<file path="src/rtl/ecc_apb_master_if.sv">
// ecc_apb_master_if: bundles the command handshake, the APB write bus,
// the accelerator completion inputs and the response handshake.
// The master modport is the initiator's view; slave is the view of
// whoever sits on the other side (sequencer, accelerator, test bench).
interface ecc_apb_master_if #(
  parameter int AMBA_WORD       = 32,
  parameter int AMBA_ADDR_WIDTH = 20,
  parameter int DATA_WIDTH      = 32
);
  // Command handshake
  logic                       cmd_valid;
  logic                       cmd_ready;
  logic [1:0]                 cmd_op;
  logic [DATA_WIDTH-1:0]      cmd_data;
  logic [1:0]                 cmd_width;
  logic [AMBA_WORD-1:0]       cmd_noise;

  // APB write bus
  logic [AMBA_ADDR_WIDTH-1:0] PADDR;
  logic                       PSEL;
  logic                       PENABLE;
  logic                       PWRITE;
  logic [AMBA_WORD-1:0]       PWDATA;

  // Accelerator results
  logic [DATA_WIDTH-1:0]      data_out;
  logic                       operation_done;
  logic [1:0]                 num_of_errors;

  // Response handshake
  logic                       rsp_valid;
  logic                       rsp_ready;
  logic [DATA_WIDTH-1:0]      rsp_data;
  logic [1:0]                 rsp_errors;
  logic                       rsp_fail;

  modport master (
    input  cmd_valid, cmd_op, cmd_data, cmd_width, cmd_noise,
    output cmd_ready,
    output PADDR, PSEL, PENABLE, PWRITE, PWDATA,
    input  data_out, operation_done, num_of_errors,
    output rsp_valid, rsp_data, rsp_errors, rsp_fail,
    input  rsp_ready
  );

  modport slave (
    output cmd_valid, cmd_op, cmd_data, cmd_width, cmd_noise,
    input  cmd_ready,
    input  PADDR, PSEL, PENABLE, PWRITE, PWDATA,
    output data_out, operation_done, num_of_errors,
    input  rsp_valid, rsp_data, rsp_errors, rsp_fail,
    output rsp_ready
  );
endinterface

</file>
<file path="src/rtl/ecc_apb_master.sv">
// ecc_apb_master: turns one command into four APB writes to the ECC
// accelerator (DATA_IN, CODEWORD_WIDTH, NOISE, CTRL), waits for
// operation_done, and returns the captured result on a response handshake.
// CTRL goes last because writing it starts the accelerator.
// Optional feature: define ECC_APB_TIMEOUT_EN to bound the wait for
// operation_done to TIMEOUT_CYCLES cycles; on expiry the response reports
// rsp_fail with zeroed data. Without the macro the wait is unbounded.
module ecc_apb_master #(
  parameter int AMBA_WORD       = 32,
  parameter int AMBA_ADDR_WIDTH = 20,
  parameter int DATA_WIDTH      = 32
`ifdef ECC_APB_TIMEOUT_EN
  ,
  parameter int TIMEOUT_CYCLES  = 1024
`endif
) (
  input logic             clk,
  input logic             reset,
  ecc_apb_master_if.master bus
);

  typedef enum logic [2:0] {
    S_IDLE,
    S_SETUP,
    S_ACCESS,
    S_WAIT_DONE,
    S_RESP
  } state_e;

  typedef enum logic [1:0] {
    OP_ENCODE  = 2'd0,
    OP_DECODE  = 2'd1,
    OP_FULL    = 2'd2,
    OP_ILLEGAL = 2'd3
  } op_e;

  localparam logic [AMBA_ADDR_WIDTH-1:0] ADDR_CTRL    = AMBA_ADDR_WIDTH'(8'h00);
  localparam logic [AMBA_ADDR_WIDTH-1:0] ADDR_DATA_IN = AMBA_ADDR_WIDTH'(8'h04);
  localparam logic [AMBA_ADDR_WIDTH-1:0] ADDR_CW      = AMBA_ADDR_WIDTH'(8'h08);
  localparam logic [AMBA_ADDR_WIDTH-1:0] ADDR_NOISE   = AMBA_ADDR_WIDTH'(8'h0C);
  localparam logic [1:0]                 LAST_IDX     = 2'd3;

  state_e                     state_q;
  logic [1:0]                 idx_q;
  logic [1:0]                 op_q;
  logic [DATA_WIDTH-1:0]      data_q;
  logic [1:0]                 width_q;
  logic [AMBA_WORD-1:0]       noise_q;

  logic [AMBA_ADDR_WIDTH-1:0] paddr_q;
  logic [AMBA_WORD-1:0]       pwdata_q;
  logic                       psel_q;
  logic                       penable_q;
  logic                       pwrite_q;

  logic                       rsp_valid_q;
  logic [DATA_WIDTH-1:0]      rsp_data_q;
  logic [1:0]                 rsp_errors_q;
  logic                       rsp_fail_q;

`ifdef ECC_APB_TIMEOUT_EN
  localparam int              CNT_W    = $clog2(TIMEOUT_CYCLES + 1);
  localparam logic [CNT_W-1:0] CNT_LAST = CNT_W'(TIMEOUT_CYCLES - 1);
  logic [CNT_W-1:0]           cnt_q;
`endif

  // Register address for write slot idx; the order is fixed so CTRL is last.
  function automatic logic [AMBA_ADDR_WIDTH-1:0] reg_addr(input logic [1:0] idx);
    case (idx)
      2'd0: reg_addr = ADDR_DATA_IN;
      2'd1: reg_addr = ADDR_CW;
      2'd2: reg_addr = ADDR_NOISE;
      2'd3: reg_addr = ADDR_CTRL;
    endcase
  endfunction

  // Write data for slot idx, zero-extended to the bus width.
  function automatic logic [AMBA_WORD-1:0] reg_wdata(
    input logic [1:0]            idx,
    input logic [DATA_WIDTH-1:0] d,
    input logic [1:0]            w,
    input logic [AMBA_WORD-1:0]  n,
    input logic [1:0]            op
  );
    case (idx)
      2'd0: reg_wdata = AMBA_WORD'(d);
      2'd1: reg_wdata = AMBA_WORD'(w);
      2'd2: reg_wdata = n;
      2'd3: reg_wdata = AMBA_WORD'(op);
    endcase
  endfunction

  // Command sequencer: APB write train, completion wait, response hold.
  // NOTE: the asynchronous reset clears every register, including PADDR and
  // PWDATA, so a transfer cut by reset leaves PSEL/PENABLE low immediately.
  always_ff @(posedge clk or negedge reset) begin
    if (!reset) begin
      state_q      <= S_IDLE;
      idx_q        <= '0;
      op_q         <= '0;
      data_q       <= '0;
      width_q      <= '0;
      noise_q      <= '0;
      paddr_q      <= '0;
      pwdata_q     <= '0;
      psel_q       <= 1'b0;
      penable_q    <= 1'b0;
      pwrite_q     <= 1'b0;
      rsp_valid_q  <= 1'b0;
      rsp_data_q   <= '0;
      rsp_errors_q <= '0;
      rsp_fail_q   <= 1'b0;
`ifdef ECC_APB_TIMEOUT_EN
      cnt_q        <= '0;
`endif
    end else begin
      // NOTE: non-blocking assignments here mean every branch reads the
      // pre-edge register values, so outputs change together at the edge.
      case (state_q)
        S_IDLE: begin
          if (bus.cmd_valid) begin
            op_q    <= bus.cmd_op;
            data_q  <= bus.cmd_data;
            width_q <= bus.cmd_width;
            noise_q <= bus.cmd_noise;
            idx_q   <= '0;
            if (bus.cmd_op == OP_ILLEGAL) begin
              state_q      <= S_RESP;
              rsp_valid_q  <= 1'b1;
              rsp_fail_q   <= 1'b1;
              rsp_data_q   <= '0;
              rsp_errors_q <= '0;
            end else begin
              // The latched copies are not visible yet, so slot 0 is built
              // straight from the command fields.
              state_q   <= S_SETUP;
              psel_q    <= 1'b1;
              penable_q <= 1'b0;
              pwrite_q  <= 1'b1;
              paddr_q   <= reg_addr(2'd0);
              pwdata_q  <= reg_wdata(2'd0, bus.cmd_data, bus.cmd_width,
                                     bus.cmd_noise, bus.cmd_op);
            end
          end
        end

        S_SETUP: begin
          penable_q <= 1'b1;
          state_q   <= S_ACCESS;
        end

        S_ACCESS: begin
          // No PREADY: every access completes in this single cycle.
          if (idx_q != LAST_IDX) begin
            idx_q     <= idx_q + 2'd1;
            penable_q <= 1'b0;
            paddr_q   <= reg_addr(idx_q + 2'd1);
            pwdata_q  <= reg_wdata(idx_q + 2'd1, data_q, width_q, noise_q, op_q);
            state_q   <= S_SETUP;
          end else begin
            psel_q    <= 1'b0;
            penable_q <= 1'b0;
            state_q   <= S_WAIT_DONE;
`ifdef ECC_APB_TIMEOUT_EN
            cnt_q     <= '0;
`endif
          end
        end

        S_WAIT_DONE: begin
          // Completion has priority over an expiring timeout.
          if (bus.operation_done) begin
            rsp_data_q   <= bus.data_out;
            rsp_errors_q <= bus.num_of_errors;
            rsp_fail_q   <= 1'b0;
            rsp_valid_q  <= 1'b1;
            state_q      <= S_RESP;
          end
`ifdef ECC_APB_TIMEOUT_EN
          else if (cnt_q == CNT_LAST) begin
            rsp_data_q   <= '0;
            rsp_errors_q <= '0;
            rsp_fail_q   <= 1'b1;
            rsp_valid_q  <= 1'b1;
            state_q      <= S_RESP;
          end else begin
            cnt_q <= cnt_q + CNT_W'(1);
          end
`endif
        end

        S_RESP: begin
          if (bus.rsp_ready) begin
            rsp_valid_q <= 1'b0;
            state_q     <= S_IDLE;
          end
        end

        default: state_q <= S_IDLE;
      endcase
    end
  end

  // cmd_ready is the only output decoded from state rather than registered.
  assign bus.cmd_ready  = (state_q == S_IDLE);

  assign bus.PADDR      = paddr_q;
  assign bus.PWDATA     = pwdata_q;
  assign bus.PSEL       = psel_q;
  assign bus.PENABLE    = penable_q;
  assign bus.PWRITE     = pwrite_q;

  assign bus.rsp_valid  = rsp_valid_q;
  assign bus.rsp_data   = rsp_data_q;
  assign bus.rsp_errors = rsp_errors_q;
  assign bus.rsp_fail   = rsp_fail_q;

endmodule

</file>
<file path="src/flat_wrapper.sv">
// flat-port wrapper written by rule: the top's interface ports become plain ports
module ecc_apb_master_flat 
#(
  parameter int AMBA_WORD       = 32,
  parameter int AMBA_ADDR_WIDTH = 20,
  parameter int DATA_WIDTH      = 32

)
  (clk, reset, bus_cmd_valid, bus_cmd_op, bus_cmd_data, bus_cmd_width, bus_cmd_noise, bus_cmd_ready, bus_PADDR, bus_PSEL, bus_PENABLE, bus_PWRITE, bus_PWDATA, bus_data_out, bus_operation_done, bus_num_of_errors, bus_rsp_valid, bus_rsp_data, bus_rsp_errors, bus_rsp_fail, bus_rsp_ready);
  ecc_apb_master_if #(.AMBA_WORD(AMBA_WORD), .AMBA_ADDR_WIDTH(AMBA_ADDR_WIDTH), .DATA_WIDTH(DATA_WIDTH)) bus_i ();
  input logic clk;
  input logic reset;
  input wire logic [$bits(bus_i.cmd_valid)-1:0] bus_cmd_valid;
  input wire logic [$bits(bus_i.cmd_op)-1:0] bus_cmd_op;
  input wire logic [$bits(bus_i.cmd_data)-1:0] bus_cmd_data;
  input wire logic [$bits(bus_i.cmd_width)-1:0] bus_cmd_width;
  input wire logic [$bits(bus_i.cmd_noise)-1:0] bus_cmd_noise;
  output wire logic [$bits(bus_i.cmd_ready)-1:0] bus_cmd_ready;
  output wire logic [$bits(bus_i.PADDR)-1:0] bus_PADDR;
  output wire logic [$bits(bus_i.PSEL)-1:0] bus_PSEL;
  output wire logic [$bits(bus_i.PENABLE)-1:0] bus_PENABLE;
  output wire logic [$bits(bus_i.PWRITE)-1:0] bus_PWRITE;
  output wire logic [$bits(bus_i.PWDATA)-1:0] bus_PWDATA;
  input wire logic [$bits(bus_i.data_out)-1:0] bus_data_out;
  input wire logic [$bits(bus_i.operation_done)-1:0] bus_operation_done;
  input wire logic [$bits(bus_i.num_of_errors)-1:0] bus_num_of_errors;
  output wire logic [$bits(bus_i.rsp_valid)-1:0] bus_rsp_valid;
  output wire logic [$bits(bus_i.rsp_data)-1:0] bus_rsp_data;
  output wire logic [$bits(bus_i.rsp_errors)-1:0] bus_rsp_errors;
  output wire logic [$bits(bus_i.rsp_fail)-1:0] bus_rsp_fail;
  input wire logic [$bits(bus_i.rsp_ready)-1:0] bus_rsp_ready;
  assign bus_i.cmd_valid = bus_cmd_valid;
  assign bus_i.cmd_op = bus_cmd_op;
  assign bus_i.cmd_data = bus_cmd_data;
  assign bus_i.cmd_width = bus_cmd_width;
  assign bus_i.cmd_noise = bus_cmd_noise;
  assign bus_cmd_ready = bus_i.cmd_ready;
  assign bus_PADDR = bus_i.PADDR;
  assign bus_PSEL = bus_i.PSEL;
  assign bus_PENABLE = bus_i.PENABLE;
  assign bus_PWRITE = bus_i.PWRITE;
  assign bus_PWDATA = bus_i.PWDATA;
  assign bus_i.data_out = bus_data_out;
  assign bus_i.operation_done = bus_operation_done;
  assign bus_i.num_of_errors = bus_num_of_errors;
  assign bus_rsp_valid = bus_i.rsp_valid;
  assign bus_rsp_data = bus_i.rsp_data;
  assign bus_rsp_errors = bus_i.rsp_errors;
  assign bus_rsp_fail = bus_i.rsp_fail;
  assign bus_i.rsp_ready = bus_rsp_ready;
  ecc_apb_master #(.AMBA_WORD(AMBA_WORD), .AMBA_ADDR_WIDTH(AMBA_ADDR_WIDTH), .DATA_WIDTH(DATA_WIDTH)) u_core (.clk(clk), .reset(reset), .bus(bus_i));
endmodule
</file>
<file path="config.mk">
export PLATFORM = sky130hd
export DESIGN_NAME = ecc_apb_master_flat
export DESIGN_NICKNAME = d
export VERILOG_FILES = /design/src/rtl/ecc_apb_master_if.sv /design/src/rtl/ecc_apb_master.sv /design/src/flat_wrapper.sv
export SDC_FILE = /design/constraint.sdc
export NUM_CORES = 1
export LEC_CHECK = 0
export ABC_AREA = 1
export CORE_AREA = 3 3 144 118
export CTS_CLUSTER_SIZE = 25
export DETAILED_ROUTE_END_ITERATION = 8
export DIE_AREA = 0 0 147 121
export PLACE_DENSITY = 0.83
export SLEW_MARGIN = 20
export SYNTH_ARGS = -nofsm -noshare
export SYNTH_HDL_FRONTEND = slang
export SYNTH_SLANG_ARGS = --single-unit
</file>
<file path="constraint.sdc">
create_clock -name clk -period 1.95 [get_ports clk]
set_input_delay 0.39 -clock clk [delete_from_list [all_inputs] [get_ports clk]]
set_output_delay 0.39 -clock clk [all_outputs]
set_load 0.05 [all_outputs]
</file>
; After elaboration in Yosys (flattened, before gate mapping)
; Cells that the tools add are included.
[totals]
reg_bits = 164
input_bits = 107
output_inout_bits = 92
elab_cells = 89
[classes]
add_sub_neg = 1
n_eq_ne = 16
mux = 41
bitwise = 1
n_reduce_logical = 15
[op_table]
columns = operator, n
row1 = $mux 32, 6
row2 = $pmux 32 s2, 2
row3 = $pmux 32 s4, 1
row4 = $pmux 20 s4, 1
row5 = $mux 20, 3
row6 = $pmux 20 s2, 1
row7 = $pmux 3 s5, 1
row8 = $mux 2, 6
row9 = $mux 3, 4
row10 = $ne 2x2->1 const B, 6
row11 = $reduce_and 3->1, 4
row12 = $reduce_and 4->1, 3
row13 = $mux 1, 10
row14 = $pmux 2 s2, 2
row15 = $eq 2x2->1 const B, 3
row16 = $eq 3x2->1 const B, 2
row17 = $pmux 1 s3, 2
row18 = $reduce_bool 3->1, 2
row19 = $reduce_and 5->1, 1
row20 = $ne 2x1->1 const B, 2
row21 = $pmux 1 s2, 2
row22 = $reduce_bool 2->1, 2
row23 = $eq 3x1->1 const B, 1
row24 = $eq 3x3->1 const B, 1
row25 = other kinds (6), 6

; Longest topological paths before layout
; Gate-level depths: netlist of the first run.
[logic_depth]
ltp_word = 5
ltp_mapped = 10
mapped_depth_nobuf = 8

; Worst setup path after synthesis of the first run
; OpenSTA, ideal clock, no wires.
[synth_path]
path_kind = register -> register
from = register u_core.idx_q[0]
to = register u_core.pwdata_q[31], in the netlist u_core.bus.PWDATA[31]
setup_ps = 118
arrival_time_ps = 1409
required_ps = 1832
path_slack_ps = 424
stages_incl_launch_ff = 11
path_buffers = 2
period_less_slack_ps = 1526
path_cell_list = dfrtp_1 -> ha_1 -> clkbuf_1 -> inv_1 -> nand2_1 -> clkbuf_1 -> o21ai_0 -> nand2_1 -> nand2_1 -> nand2_1 -> nand2_1
[synth_between]
elab_chain_cells = 5
elab_cells_between_ends = 11
classes_between = add/sub: 1 / eq/ne: 5 / mux: 3 / reduce/logical: 2
[synth_lines]
columns = element, line_no
row1 = start: declaration, ecc_apb_master.sv:44  ; logic [1:0] idx_q;
row2 = start signal: assignment, ecc_apb_master.sv:155  ; idx_q <= idx_q + 2'd1;
row3 = $add 2x1->2, ecc_apb_master.sv:158  ; pwdata_q <= reg_wdata(idx_q + 2'd1, data_q, width_q, noise_q, op_q);
row4 = "$eq 2x2->1, or another cell as far along", ecc_apb_master.sv:85  ; case (idx)
row5 = $pmux 32 s4, ecc_apb_master.sv:85
row6 = $mux 32, ecc_apb_master.sv:154  ; if (idx_q != LAST_IDX) begin
row7 = $pmux 32 s2, ecc_apb_master.sv:119  ; case (state_q)
row8 = end signal: assignment, ecc_apb_master.sv:141  ; pwdata_q <= reg_wdata(2'd0, bus.cmd_data, bus.cmd_width,
row9 = end signal: assignment, ecc_apb_master.sv:158
row10 = end: declaration, ecc_apb_master.sv:51  ; logic [AMBA_WORD-1:0] pwdata_q;
; Several ways; a longest one is shown, not always the timed one. The select of a mux whose other input is x is not followed.
; A chain may end at the register's enable or synchronous reset.

; Final worst setup path of the first run
[layout_path]
from = register u_core.state_q[2]
to = output port bus_cmd_ready
[layout_between]
elab_chain_cells = 1
[layout_lines]
columns = element, line_no
row1 = start: declaration, ecc_apb_master.sv:43  ; state_e state_q;
row2 = start signal: assignment, ecc_apb_master.sv:98  ; state_q <= S_IDLE;
row3 = start signal: assignment, ecc_apb_master.sv:128  ; state_q <= S_RESP;
row4 = start signal: assignment, ecc_apb_master.sv:136  ; state_q <= S_SETUP;
row5 = $logic_not 3->1, ecc_apb_master.sv:205  ; assign bus.cmd_ready = (state_q == S_IDLE);
row6 = end: declaration, flat_wrapper.sv:18  ; output wire logic [$bits(bus_i.cmd_ready)-1:0] bus_cmd_ready;
; Every way passes these cells.

==> results of run 1 <==
-- power by group through the flow --
stage	sequential (uW)	combinational, uW	clock [uW]
after global placement	5040	7930	0
final	5020	7830	3480
after detailed placement	5050	8090	0
after global routing	5170	8540	3650
after floorplan	6940	3510	0
after CTS	5010	7840	3530
-- kinds of logic after synthesis --
logic type | synth area share, %
AOI/OAI and AO/OA | 4.814
adders and majority gates | 0.8916
buffers and inverters | 9.558
DFF | 52.07
other | 0.05344
and+or+nand+nor | 32.61
-- per-layer routing --
layer | vias up | routed length [um] | GRT usage (%)
met3 | 22 | 1196 | 4.668
li1 | 3109 | - | -
met5 | - | 0 | 0
met4 | 0 | 318 | 7.043
met1 | 2957 | 8452 | 29.24
met2 | 191 | 9043 | 33.41
-- cell usage in the layout (no fill, tap or decap), types with 4 or more instances in the layout --
| cell type | instances |
|---|---|
| nand3_1 | 8 |
| buf_12 | 9 |
| clkdlybuf4s50_1 | 105 |
| dfrtp_1 | 144 |
| buf_4 | 32 |
| ha_1 | 5 |
| dlygate4sd2_1 | 58 |
| conb_1 | 18 |
| nand3_2 | 4 |
| nand2_1 | 496 |
| nand2_2 | 4 |
| clkbuf_16 | 17 |
| o21ai_1 | 5 |
| bufinv_16 | 4 |
| o21ai_0 | 59 |
| inv_1 | 73 |
| nor2_1 | 47 |
-- state kept, by name, summed over array words and instances (netlist names) --
name and flops:
u_core.bus.PWDATA 32, u_core.bus.rsp_data 32, u_core.data_q 32, u_core.noise_q 32, u_core.state_q 3, u_core.bus.PADDR 2
u_core.bus.rsp_errors 2, u_core.idx_q 2, u_core.op_q 2, u_core.width_q 2, u_core.bus.PENABLE 1, u_core.bus.PSEL 1
u_core.bus.PWRITE 1, u_core.bus.rsp_fail 1, u_core.bus.rsp_valid 1
-- repair_timing --
item,in CTS,in global routing
endpoints found under the setup margin,58,34
hold buffers,1,0
gates resized for setup,58,4
endpoints found under the hold margin,43,0
gates cloned,0,1
pin swaps,0,0
-- cell type report --
cell class | count | area (um^2) | share of cell area, %
tap | 215 | 269.0 | 2.799
clock buffer | 20 | 446.7 | 4.648
inverter | 77 | 291.5 | 3.033
multi-input combinational | 660 | 2768 | 28.80
timing repair buffer | 206 | 2001 | 20.82
sequential | 146 | 3656 | 38.04
clock inverter | 12 | 178.9 | 1.862
-- worst register-to-register path, delay by kind of cell, from the launching register on --
family | cells | cell delay (ps)
and+or+nand+nor | 3 | 770
DFF | 1 | 470
AOI/OAI and AO/OA | 1 | 290
buffers and inverters | 1 | 170
-- per-stage QoR --
step / power [uW] / hold WS, ps / instance area [um^2] / setup WS [ps]
after detailed placement: 13140 / 355.9 / 9031 / -188.8
after global placement: 12970 / 356.0 / 9031 / -108.1
final: 16330 / 465.1 / 9610 / 83.52
after global routing: 17370 / 494.7 / 9610 / 20.24
after floorplan: 10450 / 94.41 / 7081 / 423.5
after CTS: 16380 / 468.3 / 9594 / 16.35
-- final timing paths --
check                           slack (ps)                     end  cells after the start                   start
max in group asynchronous              850    u_core.bus.PWDATA[4]                      3                   reset
min in group asynchronous              480      u_core.noise_q[17]                      2                   reset
worst max-delay path                    80           bus_cmd_ready                      4       u_core.state_q[2]
worst min-delay path                   470  u_core.bus.rsp_data[6]                      2  u_core.bus.rsp_data[6]
worst max register to register         190   u_core.bus.PWDATA[11]                      5       u_core.state_q[0]
worst min register to register         470  u_core.bus.rsp_data[6]                      2  u_core.bus.rsp_data[6]
==> impl_results.md, run 1 <==
* Outcome: finished, final reports clean
* Gr ovfl total at 0
* Cell family with most CP delay: flip-flops
* Gpl congestion at 0.8043
* Post-synth EDFFs at 0
* Nets@finish at 1,220
* Diode count at 0
* Num rows at 41
* Via count at 6,279
* Dpl hpwl at 12,410 um
* Setup Skew at around 7 ps
* First-pass DRT Iterations at 5
* Arr. time, crit path at about 1500 ps
* Final Hold Vio Count at 0
* Slew Viols, Final at 0
* Root Driver: clkbuf_16
* DRC at 0
* Worst path buffer plus inverter count at 2
* Slew margin rel. at 56.19%
* Final core area utilization at 61.22%
* TritonCTS Buffers at 17
* Sequential Power Share at a little under a third
* Crit Path Max Fanout at 7
* Fraction of layout cells with a size suffix above 1 at 8.564%
* Area grow syn2layout at 36.97%
* Comb power frac at 47.9%
* Routed WL at roughly 19,000 um
* Tcrit/Tclk final at 95.72%
* CP max stage delay at 470 ps
* NetSw at around 7500 uW
* CTS Sinks at 146
* Starting Density at 44.70%
* Unrepaired setup endpoints after global routing: no
* Total die area at 0.01779 mm^2
* CP startpoint kind: register
* Antenna Nets Post-Route at 0
* Die Ht at 121 um
* Buffers added on ports at 180
* Crit-path slowest cell: dfrtp_2
* Seq/Total Area, Yosys at 52.07%
* Cell variety after synth at 26
* #FFs+latches synth at 146
* GRT Util Overall at a little over a fifth
* F_max at 535.8 MHz
* Maximum clock path buffer count at 2
* Wire length per cell at about 14 um
* First-pass GRT wire length at around 30,000 um
* Clock share of power at 21.3%
* Worst-margin pin slew at 654.3 ps
* Max_cap viols at 0
* Cells after synthesis at 926
* Synth top area share at a little over half
* Clock transition at path regs at 60 ps
* Clk_lat worst skew at 420 ps
* Filler cells at 1,408
* Required time worst endpoint at 1560 ps
* Dpl cells at 1,302
* Cells along the critical path: nor2_8 > nand2_1 > inv_1 > buf_12
* CTS tree: done
* Setup TNS at 0 ps
* Pwr Density at 1700 mW/mm^2
* Setup bufs post-CTS at 0
* Worst VDD drop at 0.0008478 V
* Vias in the first global route at roughly 6.0k
* Sw Share at 45.80%
* Internal at about 9000 uW
* Post-synth ARST share at 100.0%
* Iter 0 DRT Violations at 500
* Non-filler cells, final at 1,336
* Ranking of synthesized cells by instance count: 496 x nand2_1, 146 x dfrtp_1, 73 x inv_1
* Setup violators final at 0
* Ys Warns at 0
* Top post-synthesis cells by area: dfrtp_1 52%, nand2_1 27%, o21ai_0 4.2%
* Synth Flop Type: dfrtp_1
* Core box area at 0.01570 mm^2
* Crit Path Class: reg -> out
* Most common cell in the netlist: nand2_1
* H-tree lvl count at 4
* I/O pins at 199
* Largest net degree at the start of global routing at 56
* P_leak at 0.005257 uW
* Hold Path Class: reg -> reg
* Mean post-synth cell area at 7.577 um^2
* Post-synth top area cell: dfrtp_1
* Die W at 147 um
* Vias per inst at about 4.7
* Synth Cell Area at 0.007017 mm^2
* Minimum clock period at 1866 ps
* Initial antenna violation count at 0
* Setup crit end kind: primary output
No activity file was read; power rests on OpenSTA's default activity.
==> run 2, diff against run 1 <==
Settings changed: REMOVE_ABC_BUFFERS set to 1, SETUP_SLACK_MARGIN set to 0.2.
==> run 2 against run 1 <==
  * Register-to-register slack better by 120 ps
  * Fmax is 9.5% higher
  * Combinational power is 2.6% higher
  * Critical endpoint is now bus_rsp_data[11]
  * Total power is 1.3% higher
  * Sequential share of layout area is 0.20 points lower
  * Critical path type unchanged
==> impl_results.md, run 2 (synthesized netlist as in run 1, its figures left out) <==
* FF-to-FF path depth at 9 (+4)
* Starting Density at 44.70% (unchanged)
* Required time worst endpoint at 1560 ps (about the same)
* TritonCTS Buffers at 17 (unchanged)
* GRT Util Overall at 22.21% (+1.0 points)
* Worst slack, placed at 130.9 ps (+319.7 ps)
* Diode count at 0 (unchanged)
* Crit-path slowest cell: dlygate4sd2_1
* Die W at 147 um (unchanged)
* Unrepaired setup endpoints after global routing: no
* Fraction of layout cells with a size suffix above 1 at 9.973% (+1.4 points)
* Initial antenna violation count at 0 (unchanged)
* Vias in the first global route at 6,286 (+5.4%)
* Antenna Nets Post-Route at 0 (unchanged)
* I/O pins at 199 (unchanged)
* Non-filler cells, final at 1,338 (+0.15%)
* First-pass GRT wire length at 31,330 um (+3.4%)
* PnR worst setup slack at 245.8 ps (+162.3 ps)
* Filler cells at 1,350 (-4.1%)
* Tcrit/Tclk final at 87.40% (-8.3 points)
* Buffers added on ports at 180 (unchanged)
* CTS tree: done
* Hold Path Class: in -> async
* Maximum clock path buffer count at 2 (unchanged)
* Worst R2R Start: u_core.state_q[1]
* CTS Sinks at 146 (unchanged)
* Worst path buffer plus inverter count at 1 (-1)
* Commonest non-fill, non-tap cell in the layout: nand2_1
* Pwr Density at 1712 mW/mm^2 (+0.72%)
* Minimum clock period at 1704 ps (-162.3 ps)
* Dpl hpwl at 12,900 um (+4.0%)
* Nets@finish at 1,223 (+0.25%)
* Root Driver: clkbuf_16
* Via count at 6,331 (+0.83%)
* Setup violators final at 0 (unchanged)
* Cells along the critical path: dlygate4sd2_1
* Num rows at 41 (unchanged)
* CP startpoint kind: register
* Crit Path Class: reg -> out
* Outcome: finished, final reports clean
* Gpl congestion at 0.8223 (+2.2%)
* Clock transition at path regs at 60 ps (about the same)
* Cell family with most CP delay: buffers and inverters
* R2R setup slack at 310 ps (+120 ps)
* First-pass DRT Iterations at 7 (+2)
* Setup crit end kind: primary output
* Setup Skew at 7.511 ps (+0.4932 ps)
* Final Hold Vio Count at 0 (unchanged)
* Iter 0 DRT Violations at 467 (-6.6%)
* H-tree lvl count at 4 (unchanged)
* Worst VDD drop at 0.0007672 V (-9.5%)
* Largest net degree at the start of global routing at 51 (-8.9%)
* P_leak at 0.005198 uW (-1.1%)
* FF-to-FF End: u_core.bus.PWDATA[0]
* Clk_lat worst skew at 420 ps (about the same)
* Worst-margin pin slew at 521.8 ps (-132.5 ps)
* Core box area at 0.01570 mm^2 (unchanged)
* Max_cap viols at 0 (unchanged)
* Total die area at 0.01779 mm^2 (unchanged)
* Wire length per cell at 14.32 um (+0.64%)
* Crit Path Max Fanout at 2 (-5)
* Die Ht at 121 um (unchanged)
* Slew Viols, Final at 0 (unchanged)
* Arr. time, crit path at 1310 ps (-170 ps)
* Dpl cells at 1,297 (-0.38%)
* CP max stage delay at 550 ps (+80 ps)
* Area grow syn2layout at 37.75%
* Routed WL at 19,160 um (+0.79%)
* Gr ovfl total at 0 (unchanged)
* Most frequent cells in the layout: 495 x nand2_1, 143 x dfrtp_1, 105 x clkdlybuf4s50_1
* Vias per inst at 4.732 (+0.68%)
* Slew margin rel. at 65.35% (+9.2 points)
* F_max at 586.8 MHz (+9.5%)
* DRC at 0 (unchanged)
-- run 2: worst max path at each step --
stage                            start                      end  slack [ps]  cells past startpoint
2_1_floorplan        u_core.state_q[1]       u_core.noise_q[10]        -450                      4
3_3_place_gp             bus_cmd_op[0]  u_core.bus.rsp_data[27]         190                      8
3_5_place_dp             bus_cmd_op[0]    u_core.bus.PWDATA[11]         130                      9
4_1_cts          u_core.bus.PWDATA[30]           bus_PWDATA[30]         170                      1
5_1_grt        u_core.bus.rsp_data[22]         bus_rsp_data[22]         200                      1
6_report       u_core.bus.rsp_data[11]         bus_rsp_data[11]         250                      1
-- run 2: per-stage QoR --
step           setup TNS, ps  area [um^2]  hold WS (ps)  power (uW)  utilization [%]
3_3_place_gp               0         9006         340.5       13030            57.37
6_report                   0         9666         462.7       16550            61.57
4_1_cts                    0         9618         463.0       16540            61.27
3_5_place_dp               0         9006         337.9       13210            57.37
2_1_floorplan         -33160         6699         94.41       10010                -
5_1_grt                    0         9666         487.0       17640            61.57
-- run 2: per-layer routing --
| layer | vias up | routed length, um | track usage [%] |
|---|---|---|---|
| met1 | 2905 | 8098 | 28.45 |
| met4 | 0 | 269 | 7.101 |
| li1 | 3111 | - | - |
| met3 | 22 | 2229 | 9.373 |
| met5 | - | 0 | 0 |
| met2 | 293 | 8564 | 34.39 |
-- run 2: area by class of cell --
class	instances	area [um^2]	area share, %
Tap cell	215	269.0	2.783
Timing Repair Buffer	210	2054	21.26
Inverter	77	294.0	3.042
Clock inverter	9	155.1	1.605
Clock buffer	22	464.2	4.803
Sequential cell	146	3657	37.84
Multi-Input combinational cell	659	2771	28.67
-- run 2: where the power goes --
group          switching [uW]  internal [uW]
logic                    5520           2510
clock network            1260           2200
registers                 698           4360
total                    7480           9070
-- run 2: timing repair --
item,CTS,global route
hold buffers,1,0
buffers inserted,5,4
gates resized for setup,60,35
pin swaps,1,1
endpoints found under the setup margin,59,59
endpoints found under the hold margin,39,0
